File: src/rtl/sap_core_param.sv
// Parameterised SAP-1 style accumulator core: multi-cycle fetch/execute over a
// combinational single-port RAM, with A/B registers, carry/zero flags and an output register.
module sap_core_param #(
    parameter int unsigned DATA_W = 8,
    parameter int unsigned ADDR_W = 4
) (
    input  logic              clk,
    input  logic              reset,
    input  logic              start,
    input  logic [DATA_W-1:0] ram_data_in,
    output logic [ADDR_W-1:0] ram_addr,
    output logic              ram_in_en,
    output logic [DATA_W-1:0] ram_data_out,
    output logic [ADDR_W-1:0] pc_disp,
    output logic [DATA_W-1:0] out_display,
    output logic              out_strobe,
    output logic              halted,
    output logic              carry,
    output logic              zero
);

    localparam int unsigned OP_W = 4;

    localparam logic [OP_W-1:0] OP_LDA = 4'h1;
    localparam logic [OP_W-1:0] OP_ADD = 4'h2;
    localparam logic [OP_W-1:0] OP_SUB = 4'h3;
    localparam logic [OP_W-1:0] OP_STA = 4'h4;
    localparam logic [OP_W-1:0] OP_LDI = 4'h5;
    localparam logic [OP_W-1:0] OP_JMP = 4'h6;
    localparam logic [OP_W-1:0] OP_JC  = 4'h7;
    localparam logic [OP_W-1:0] OP_JZ  = 4'h8;
    localparam logic [OP_W-1:0] OP_OUT = 4'hE;
    localparam logic [OP_W-1:0] OP_HLT = 4'hF;

    typedef enum logic [2:0] {
        S_IDLE,
        S_F0,
        S_F1,
        S_E0,
        S_E1,
        S_E2,
        S_HALT
    } state_e;

    state_e              state_q, state_d;
    logic [ADDR_W-1:0]   pc_q, pc_d;
    logic [ADDR_W-1:0]   mar_q, mar_d;
    logic [DATA_W-1:0]   ir_q, ir_d;
    logic [DATA_W-1:0]   a_q, a_d;
    logic [DATA_W-1:0]   b_q, b_d;
    logic [DATA_W-1:0]   out_q, out_d;
    logic                carry_q, carry_d;
    logic                zero_q, zero_d;
    logic                strobe_q, strobe_d;
    logic                halted_q, halted_d;
    logic                ram_in_en_q, ram_in_en_d;

    logic [OP_W-1:0]     opcode;
    logic [ADDR_W-1:0]   operand;
    logic [DATA_W:0]     sum;
    logic [DATA_W-1:0]   diff;

    // State register; reset wins over everything, including HALT
    always_ff @(posedge clk) begin
        if (reset) begin
            state_q     <= S_IDLE;
            pc_q        <= '0;
            mar_q       <= '0;
            ir_q        <= '0;
            a_q         <= '0;
            b_q         <= '0;
            out_q       <= '0;
            carry_q     <= 1'b0;
            zero_q      <= 1'b0;
            strobe_q    <= 1'b0;
            halted_q    <= 1'b0;
            ram_in_en_q <= 1'b0;
        end else begin
            state_q     <= state_d;
            pc_q        <= pc_d;
            mar_q       <= mar_d;
            ir_q        <= ir_d;
            a_q         <= a_d;
            b_q         <= b_d;
            out_q       <= out_d;
            carry_q     <= carry_d;
            zero_q      <= zero_d;
            strobe_q    <= strobe_d;
            halted_q    <= halted_d;
            ram_in_en_q <= ram_in_en_d;
        end
    end

    // Next-state and datapath; pulse outputs are decided one state early so they are registered
    always_comb begin
        state_d     = state_q;
        pc_d        = pc_q;
        mar_d       = mar_q;
        ir_d        = ir_q;
        a_d         = a_q;
        b_d         = b_q;
        out_d       = out_q;
        carry_d     = carry_q;
        zero_d      = zero_q;
        strobe_d    = 1'b0;
        halted_d    = 1'b0;
        ram_in_en_d = 1'b0;

        opcode  = ir_q[DATA_W-1 -: OP_W];
        operand = ir_q[ADDR_W-1:0];
        sum     = {1'b0, a_q} + {1'b0, b_q};
        diff    = a_q - b_q;

        case (state_q)
            S_IDLE: begin
                if (start) state_d = S_F0;
            end
            S_F0: begin
                mar_d   = pc_q;
                state_d = S_F1;
            end
            S_F1: begin
                ir_d    = ram_data_in;
                pc_d    = pc_q + ADDR_W'(1);
                state_d = S_E0;
            end
            S_E0: begin
                state_d = S_F0;
                case (opcode)
                    OP_LDA, OP_ADD, OP_SUB: begin
                        mar_d   = operand;
                        state_d = S_E1;
                    end
                    OP_STA: begin
                        mar_d       = operand;
                        ram_in_en_d = 1'b1;
                        state_d     = S_E1;
                    end
                    OP_LDI: a_d = DATA_W'(operand);
                    OP_JMP: pc_d = operand;
                    OP_JC:  if (carry_q) pc_d = operand;
                    OP_JZ:  if (zero_q)  pc_d = operand;
                    OP_OUT: begin
                        out_d    = a_q;
                        strobe_d = 1'b1;
                    end
                    OP_HLT: begin
                        halted_d = 1'b1;
                        state_d  = S_HALT;
                    end
                    default: ;
                endcase
            end
            S_E1: begin
                state_d = S_F0;
                case (opcode)
                    OP_LDA: a_d = ram_data_in;
                    OP_ADD, OP_SUB: begin
                        b_d     = ram_data_in;
                        state_d = S_E2;
                    end
                    default: ;
                endcase
            end
            S_E2: begin
                state_d = S_F0;
                if (opcode == OP_SUB) begin
                    a_d     = diff;
                    carry_d = (a_q >= b_q);
                    zero_d  = (diff == '0);
                end else begin
                    a_d     = sum[DATA_W-1:0];
                    carry_d = sum[DATA_W];
                    zero_d  = (sum[DATA_W-1:0] == '0);
                end
            end
            S_HALT: begin
                halted_d = 1'b1;
            end
            default: state_d = S_IDLE;
        endcase
    end

    assign ram_addr     = mar_q;
    assign ram_in_en    = ram_in_en_q;
    assign ram_data_out = a_q;
    assign pc_disp      = pc_q;
    assign out_display  = out_q;
    assign out_strobe   = strobe_q;
    assign halted       = halted_q;
    assign carry        = carry_q;
    assign zero         = zero_q;

endmodule
File: config.mk
export PLATFORM = sky130hd
export DESIGN_NAME = sap_core_param
export DESIGN_NICKNAME = d
export VERILOG_FILES = /design/src/rtl/sap_core_param.sv
export SDC_FILE = /design/constraint.sdc
export NUM_CORES = 1
export LEC_CHECK = 0
export CORE_MARGIN = 3
export CORE_UTILIZATION = 50
export CTS_BUF_LIST = sky130_fd_sc_hd__clkbuf_8
export DETAILED_ROUTE_END_ITERATION = 8
export GPL_TIMING_DRIVEN = 0
export PLACE_DENSITY = 0.75
export SYNTH_ARGS = -nofsm -noshare
export SYNTH_HDL_FRONTEND = slang
export SYNTH_SLANG_ARGS = --single-unit
File: constraint.sdc
create_clock -name clk -period 4.7 [get_ports clk]
set_input_delay 1.41 -clock clk [delete_from_list [all_inputs] [get_ports clk]]
set_output_delay 1.41 -clock clk [all_outputs]
set_load 0.02 [all_outputs]
; Word-level counts from Yosys, hierarchy flattened
; Index checks and enable logic that the tools add are counted.
[word_totals]
wordCells = 76
register_bits = 48
[op_classes]
n_addsub = 3
n_reduce_logical = 15
n_mux = 20
n_eq_ne = 23
n_bitwise = 2
magnitude_cmp = 1
[ops]
columns = cell, count
row1 = 8-bit two-way mux, 3
row2 = 8-bit case mux with 3 select lines, 1
row3 = 3-bit case mux with 7 select lines, 1
row4 = 4-bit by 3-bit equality test with 1-bit output (second input constant), 4
row5 = 8-bit logical NOT, 2
row6 = 4-bit case mux with 2 select lines, 2
row7 = 4-bit equality test (second input constant), 3
row8 = 4-bit two-way mux, 3
row9 = 4-bit case mux with 3 select lines, 1
row10 = 8-bit by 8-bit adder with 9-bit output, 1
row11 = 3-bit equality test (second input constant), 3
row12 = 4-bit by 2-bit equality test with 1-bit output (second input constant), 2
row13 = 8-bit greater-or-equal comparator, 1
row14 = 2-bit AND reduction, 4
row15 = 8-bit subtractor, 1
row16 = 3-bit by 2-bit equality test with 1-bit output (second input constant), 2
row17 = 3-bit two-way mux, 2
row18 = 3-bit != test (second input constant), 2
row19 = 3-bit case mux with 2 select lines, 1
row20 = 1-bit two-way mux, 5
row21 = 4-bit by 1-bit adder with 4-bit output (second input constant), 1
row22 = 4-bit by 1-bit equality test with 1-bit output (second input constant), 1
row23 = 2-bit by 1-bit != test with 1-bit output (second input constant), 2
row24 = 2-bit != test (second input constant), 2
row25 = 11 further kinds, 14

; Logic depth before layout (Yosys ltp)
; Gate-level depths: netlist of the first run.
[logic_depth]
word_depth = 4
ltp_mapped = 10

; Worst setup path after synthesis of the first run
; No wires, ideal clock.
[synth_path]
path_type = input to register
startpoint = in reset
endpoint = reg zero_q, in the netlist zero
required_time_ns = 4.599
slack_ns = 2.369
arrival_ns = 2.230
n_path_buf = 0
stages = 6
path_cell_list = inv_1 > nand4_1 > nor4b_1 > o211a_1 > a32oi_1 > o41ai_1
[synth_lines]
columns = element, line
row1 = "start, declared", 8  ; input logic reset,
row2 = "end signal, assigned", 87  ; zero_q <= zero_d;
row3 = "end, declared", 53  ; logic zero_q, zero_d;

; Worst setup path after layout of the first run
[layout_path]
startpoint = reg a_q[1], in the netlist ram_data_out[1]
endpoint = out ram_data_out[1]
[layout_lines]
columns = element, line
row1 = "start, declared", 49  ; logic [DATA_W-1:0] a_q, a_d;
row2 = "start signal, assigned", 70  ; a_q <= '0;
row3 = "start signal, assigned", 83  ; a_q <= a_d;
row4 = "end, declared", 13  ; output logic [DATA_W-1:0] ram_data_out,
; No word-level cell between the ends.

==> flow_metrics.env, run 1 <==
export IMPL_outcome="completed"
export IMPL_postLayoutCoreUtil=0.642
export IMPL_post_cts_buffers=0
export IMPL_synth_xor_area_frac=0.0285
export IMPL_synth_simple_area_share=0.218
export IMPL_finalInstanceArea_um2=3660
export IMPL_netlist_area_um2=3070
export IMPL_drt_iter0_drc=208
export IMPL_p_per_area_nw_per_um2=230
export IMPL_rrSetupSlack_ps=2310
export IMPL_synth_compound_area_share=0.183
export IMPL_peakVddDrop_mv=0.202
export IMPL_ys_flop_type="dfxtp_1"
export IMPL_track_usage=0.227
export IMPL_path_clk_slew_ps=90
export IMPL_setup_tns_final_ps=0
export IMPL_cp_startpoint="ram_data_out[1]"
export IMPL_io_buffers=39
export IMPL_tightest_slew_ps=739
export IMPL_syn_nets=400
export IMPL_gp_congestion=0.859
export IMPL_synth_most_common_cell="nor2_1"
export IMPL_grt_pass1_vias=2679
export IMPL_setup_viol=0
export IMPL_synthTopCellsByArea="dfxtp_1 (31%), mux2i_1 (9.5%), ha_1 (7.3%)"
export IMPL_cp_start_kind="flop"
export IMPL_required_ps=3290
export IMPL_h_tree_depth=2
export IMPL_drv_cap=0
export IMPL_die_area_um2=7120
export IMPL_antenna_found_initial=0
export IMPL_ys_types=61
export IMPL_rr_worst_depth=8
export IMPL_worstHoldPathType="reg2reg"
export IMPL_grt_max_degree=16
export IMPL_relSlewSlack=0.506
export IMPL_max_stage_delay_ps=680
export IMPL_dpl_hpwl_um=5840
export IMPL_antenna_left=0
export IMPL_die_w_um=84.4
export IMPL_ys_ff_latch=48
export IMPL_synth_area_mux_share=0.0945
export IMPL_wl_um=8030
export IMPL_rsz0062_at_grt="false"
export IMPL_crit_path_end_kind="output pin"
export IMPL_fmax_ghz=0.340
export IMPL_cp_max_fo=7
export IMPL_routed_via_count=2851
export IMPL_p_leak_nw=1.40
export IMPL_fin_nets=446
export IMPL_vias_per_cell=5.84
export IMPL_coreArea_um2=5710
export IMPL_gr_total_overflow=0
export IMPL_period_needed_ps=2940
export IMPL_final_hold_violation_count=0
export IMPL_drive_above_1_share=0.0769
export IMPL_avgRoutedWirePerCell_um=16.4
export IMPL_synthCells=369
export IMPL_critPathTopFamily="buffers and inverters"
export IMPL_reg2reg_to="carry"
export IMPL_fin_skew_ps=10.2
export IMPL_clk_latency_ps=310
export IMPL_path_cells="clkdlybuf4s50_1"
export IMPL_endpoint="ram_data_out[1]"
export IMPL_ios=40
export IMPL_synth_top_area_cell="dfxtp_1"
export IMPL_cts_sinks=48
export IMPL_dr_pass1_iters=5
export IMPL_final_cells=488
export IMPL_arrival_ps=1530
export IMPL_cts_buffer_depth=2
export IMPL_cts_root_buf="clkbuf_8"
export IMPL_cts_tree="done"
export IMPL_synth_async_sr_flop_share=0
export IMPL_finalCritPeriodShare=0.625
export IMPL_n_antenna_cell=0
export IMPL_dpl_cell_count=480
export IMPL_post_cts_resized=0
export IMPL_timing_rr_start="ram_data_out[0]"
export IMPL_yosysTopAreaCellShare=0.313
export IMPL_cts_buffers=5
export IMPL_slowest_stage="clkdlybuf4s50_1"
export IMPL_avgSynthCellArea_um2=8.32
export IMPL_dpl_instance_area_um2=3550
export IMPL_crit_type="reg2out"
export IMPL_synth_adder_area_share=0.0864
export IMPL_drc=0
export IMPL_grt_pass1_wl_um=13100
export IMPL_crit_buf_inv=1
export IMPL_ys_top_cells_by_count="nor2_1 (58), dfxtp_1 (48), mux2i_1 (29), nand2_1 (27), inv_1 (20)"
export IMPL_synth_warnings=0
export IMPL_synth_top_family_by_area="simple AND/OR/NAND/NOR gates"
export IMPL_fp_row_count=27
export IMPL_chipHeight_um=84.4
export IMPL_postCtsHoldBufs=0
export IMPL_area_growth_pct=19.3
export IMPL_crit_cells=1
export IMPL_synth_edf_count=0
export IMPL_start_util=0.538
export IMPL_synth_seq_area_share=0.313
export IMPL_slew_violations=0
==> cells in the final DEF (no fill, tap or decap), drive strengths merged, types with 7 or more instances in the layout <==
cell type / n
nor2: 59
dfxtp: 48
clkdlybuf4s50: 39
mux2i: 29
nand2: 27
inv: 21
a21oi: 18
ha: 18
o21ai: 16
buf: 16
clkbuf: 11
nand3: 9
a31oi: 9
nor2b: 8
nor3: 7
==> metal layers <==
| metal | GRT usage | part of all wire | vias up |
|---|---|---|---|
| met2 | 0.365 | 0.44 | 105 |
| met4 | 0.0719 | 0.025 | 0 |
| li1 | - | - | 1393 |
| met3 | 0.0334 | 0.050 | 18 |
| met5 | 0 | 0 | - |
| met1 | 0.315 | 0.48 | 1335 |
==> how the worst min path moves through the flow <==
stage	slack [ps]	from	cells after the start	endpoint
6_report	460	ram_addr[3]	2	ram_addr[3]
3_3_place_gp	440	ram_addr[3]	2	ram_addr[3]
3_5_place_dp	450	ram_addr[1]	2	ram_addr[1]
5_1_grt	480	ram_addr[1]	2	ram_addr[1]
2_1_floorplan	480	ir_q[3]	2	ir_q[3]
4_1_cts	460	ram_addr[1]	2	ram_addr[1]
==> cell families (layout without fill, tap and decap cells) <==
family / after synthesis / after routing
muxes: 29 / 29
xor gates and xnor gates: 10 / 10
buffers and inverters: 44 / 91
AOI/OAI and AO/OA: 81 / 81
DFF: 48 / 48
adders and majority gates: 20 / 20
and+or+nand+nor: 137 / 137
==> power by group <==
part           switching [W]  leakage, nW  internal [W]  total, W
logic              0.0000675        0.956     0.0000426  0.000110
registers         0.00000788        0.388      0.000416  0.000424
clock network       0.000149       0.0541      0.000158  0.000307
total               0.000225         1.40      0.000616  0.000841
==> registers in the layout, indices dropped and copies added (netlist names) <==
signal        flops
b_q               8
carry             1
halted            1
ir_q              8
out_display       8
out_strobe        1
pc_disp           4
ram_addr          4
ram_data_out      8
ram_in_en         1
state_q           3
zero              1
==> area by class of cell <==
type	instances	area (um2)
well taps	72	90.1
inverters	21	78.8
flip-flops and latches	48	961
plain buffers	23	158
clock buffers	5	68.8
multi-input cells	277	1870
fillers	496	2050
clock inverters	3	42.5
repair buffers	39	390
==> metrics by stage <==
step                      setup slack [ps]  power [W]  hold slack, ps
after CTS                             1740   0.000840             460
final                                 1760   0.000841             455
after detailed placement              1610   0.000540             446
after global placement                1630   0.000538             442
after floorplan                       2370   0.000503             483
after global routing                  1710   0.000870             482
Power figures use the tool's default switching activity.
==> run 2: changes to the inputs <==
--- a/config.mk
+++ b/config.mk
@@ -10,7 +10,7 @@
 export CTS_BUF_LIST = sky130_fd_sc_hd__clkbuf_8
 export DETAILED_ROUTE_END_ITERATION = 8
 export GPL_TIMING_DRIVEN = 0
-export PLACE_DENSITY = 0.75
+export PLACE_DENSITY = 0.78
 export SYNTH_ARGS = -nofsm -noshare
 export SYNTH_HDL_FRONTEND = slang
 export SYNTH_SLANG_ARGS = --single-unit
==> constraint.sdc (replaced) <==
create_clock -name clk -period 2.4 [get_ports clk]
set_input_delay 0.72 -clock clk [delete_from_list [all_inputs] [get_ports clk]]
set_output_delay 0.72 -clock clk [all_outputs]
set_load 0.02 [all_outputs]
==> run 2 against run 1 <==
Compared with the run above: sequential power up 96%; register-to-register slack worse by 2200 ps; sequential share of layout area about the same; design area up 0.31%; non-clock buffer count down 1; wire length down 0.87%; power up 87%; sequential cell count unchanged; via count about the same; count of clock-buffer cells in the layout up 1; highest routed layer unchanged.
==> flow_metrics.env, run 2 (synthesis gave the netlist of run 1 again) <==
export IMPL_outcome="completed"
export IMPL_rr_worst_depth=8
export IMPL_ios=40
export IMPL_cts_sinks=48
export IMPL_clk_latency_ps=310
export IMPL_crit_cells=8
export IMPL_cts_root_buf="clkbuf_8"
export IMPL_n_antenna_cell=0
export IMPL_die_w_um=84.4
export IMPL_fin_nets=445
export IMPL_arrival_ps=2520
export IMPL_dpl_hpwl_um=5900
export IMPL_cp_max_fo=5
export IMPL_track_usage=0.218
export IMPL_p_leak_nw=1.40
export IMPL_cp_start_kind="flop"
export IMPL_area_growth_pct=19.6
export IMPL_drive_above_1_share=0.0940
export IMPL_io_buffers=39
export IMPL_wl_um=7960
export IMPL_fmax_ghz=0.429
export IMPL_grt_pass1_wl_um=12800
export IMPL_fin_skew_ps=7.48
export IMPL_start_util=0.538
export IMPL_gp_congestion=0.883
export IMPL_cts_buffers=5
export IMPL_drv_cap=0
export IMPL_grt_max_degree=16
export IMPL_postCtsHoldBufs=0
export IMPL_required_ps=2590
export IMPL_path_cells="ha_1 -> fa_1 -> nand2b_1 -> a21oi_1 -> a221o_1 -> nor2b_1 -> o41ai_2 -> o31ai_1"
export IMPL_setup_tns_final_ps=0
export IMPL_p_comb_frac=0.135
export IMPL_period_needed_ps=2330
export IMPL_gr_total_overflow=0
export IMPL_antenna_left=0
export IMPL_coreArea_um2=5710
export IMPL_drt_iter0_drc=212
export IMPL_slew_violations=0
export IMPL_dr_pass1_iters=4
export IMPL_crit_type="reg2reg"
export IMPL_min_path_cells=2
export IMPL_timing_rr_start="ram_data_out[0]"
export IMPL_setup_viol=0
export IMPL_seqPwrFrac=0.529
export IMPL_vias_per_cell=5.86
export IMPL_peakVddDrop_mv=0.273
export IMPL_crit_buf_inv=0
export IMPL_power_internal_w=0.00113
export IMPL_power_w=0.00157
export IMPL_post_cts_buffers=0
export IMPL_p_per_area_nw_per_um2=427
export IMPL_h_tree_depth=2
export IMPL_sw_frac_of_total=0.279
export IMPL_antenna_found_initial=0
export IMPL_crit_path_end_kind="flop"
export IMPL_mostFrequentLayoutCells="nor2_1 (58), dfxtp_1 (45), clkdlybuf4s50_1 (39)"
export IMPL_worstHoldPathType="reg2reg"
export IMPL_chipHeight_um=84.4
export IMPL_drc=0
export IMPL_final_hold_violation_count=0
export IMPL_slowest_stage="fa_1"
export IMPL_fp_row_count=27
export IMPL_cts_buffer_depth=2
export IMPL_post_cts_resized=0
export IMPL_critPathTopFamily="compound AO/OA/AOI/OAI gates"
export IMPL_max_stage_delay_ps=460
export IMPL_cp_startpoint="ram_data_out[0]"
export IMPL_avgRoutedWirePerCell_um=16.3
export IMPL_routed_via_count=2852
export IMPL_relSlewSlack=0.545
export IMPL_grt_pass1_vias=2664
export IMPL_tightest_slew_ps=680
export IMPL_pwr_share_clk=0.336
export IMPL_p_sw_w=0.000438
export IMPL_min_delay_start="ram_addr[3]"
export IMPL_finalCritPeriodShare=0.971
export IMPL_path_clk_slew_ps=100
export IMPL_holdWs_ps=457
export IMPL_cts_tree="done"
export IMPL_layout_commonest_cell="nor2_1"
export IMPL_die_area_um2=7120
-- run 2: power by group through the flow --
stage	Sequential, W	Clock, W	Combinational (W)
after floorplan	0.000852	0	0.000134
after global placement	0.000848	0	0.000204
after detailed placement	0.000849	0	0.000208
after CTS	0.000830	0.000537	0.000209
after global routing	0.000833	0.000564	0.000230
final	0.000830	0.000527	0.000213
-- run 2: per-layer routing --
layer	wire [um]	vias up	GRT usage
met5	0	-	0
met4	106	0	0.0489
met3	503	12	0.0442
met2	3800	107	0.363
met1	3550	1341	0.293
li1	-	1392	-
-- run 2: layout make-up --
class,instances,area (um2)
Inverter,21,78.8
Clock buffer,6,82.6
Multi-Input combinational cell,277,1900
Clock inverter,2,15.0
Tap cell,72,90.1
Sequential cell,48,965
Buffer,22,156
Fill cell,509,2030
Timing Repair Buffer,39,390
-- run 2: stage by stage --
stage               setup slack, ps  instance area [um2]  std cells  utilization
floorplan                       246                 3070        369            -
global placement               18.2                 3550        480        0.622
detailed placement             34.8                 3550        480        0.622
CTS                            25.8                 3650        488        0.639
global route                  -7.17                 3670        487        0.644
finish                         69.9                 3670        487        0.644
-- run 2: worst register-to-register path, cell delays in order (launching register included) --
cell      delay (ps)
dfxtp_1          370
ha_1             280
fa_1             460
nand2b_1         100
a21oi_1          110
a221o_1          370
nor2b_1          160
o41ai_2          270
o31ai_1          100
-- run 2: worst paths after layout --
path | to | slack [ps]
worst max register to register | carry | 70
worst min-delay path | ram_addr[3] | 460
worst min register to register | ram_addr[3] | 460
worst max-delay path | carry | 70
==> run 3: changes to the inputs <==
--- a/config.mk
+++ b/config.mk
@@ -8,6 +8,7 @@
 export CORE_MARGIN = 3
 export CORE_UTILIZATION = 50
 export CTS_BUF_LIST = sky130_fd_sc_hd__clkbuf_8
+export CTS_CLUSTER_SIZE = 14
 export DETAILED_ROUTE_END_ITERATION = 8
 export GPL_TIMING_DRIVEN = 0
 export PLACE_DENSITY = 0.78
==> results of run 3 <==
Final layout, timing and power as in run 2 (identical DEF).
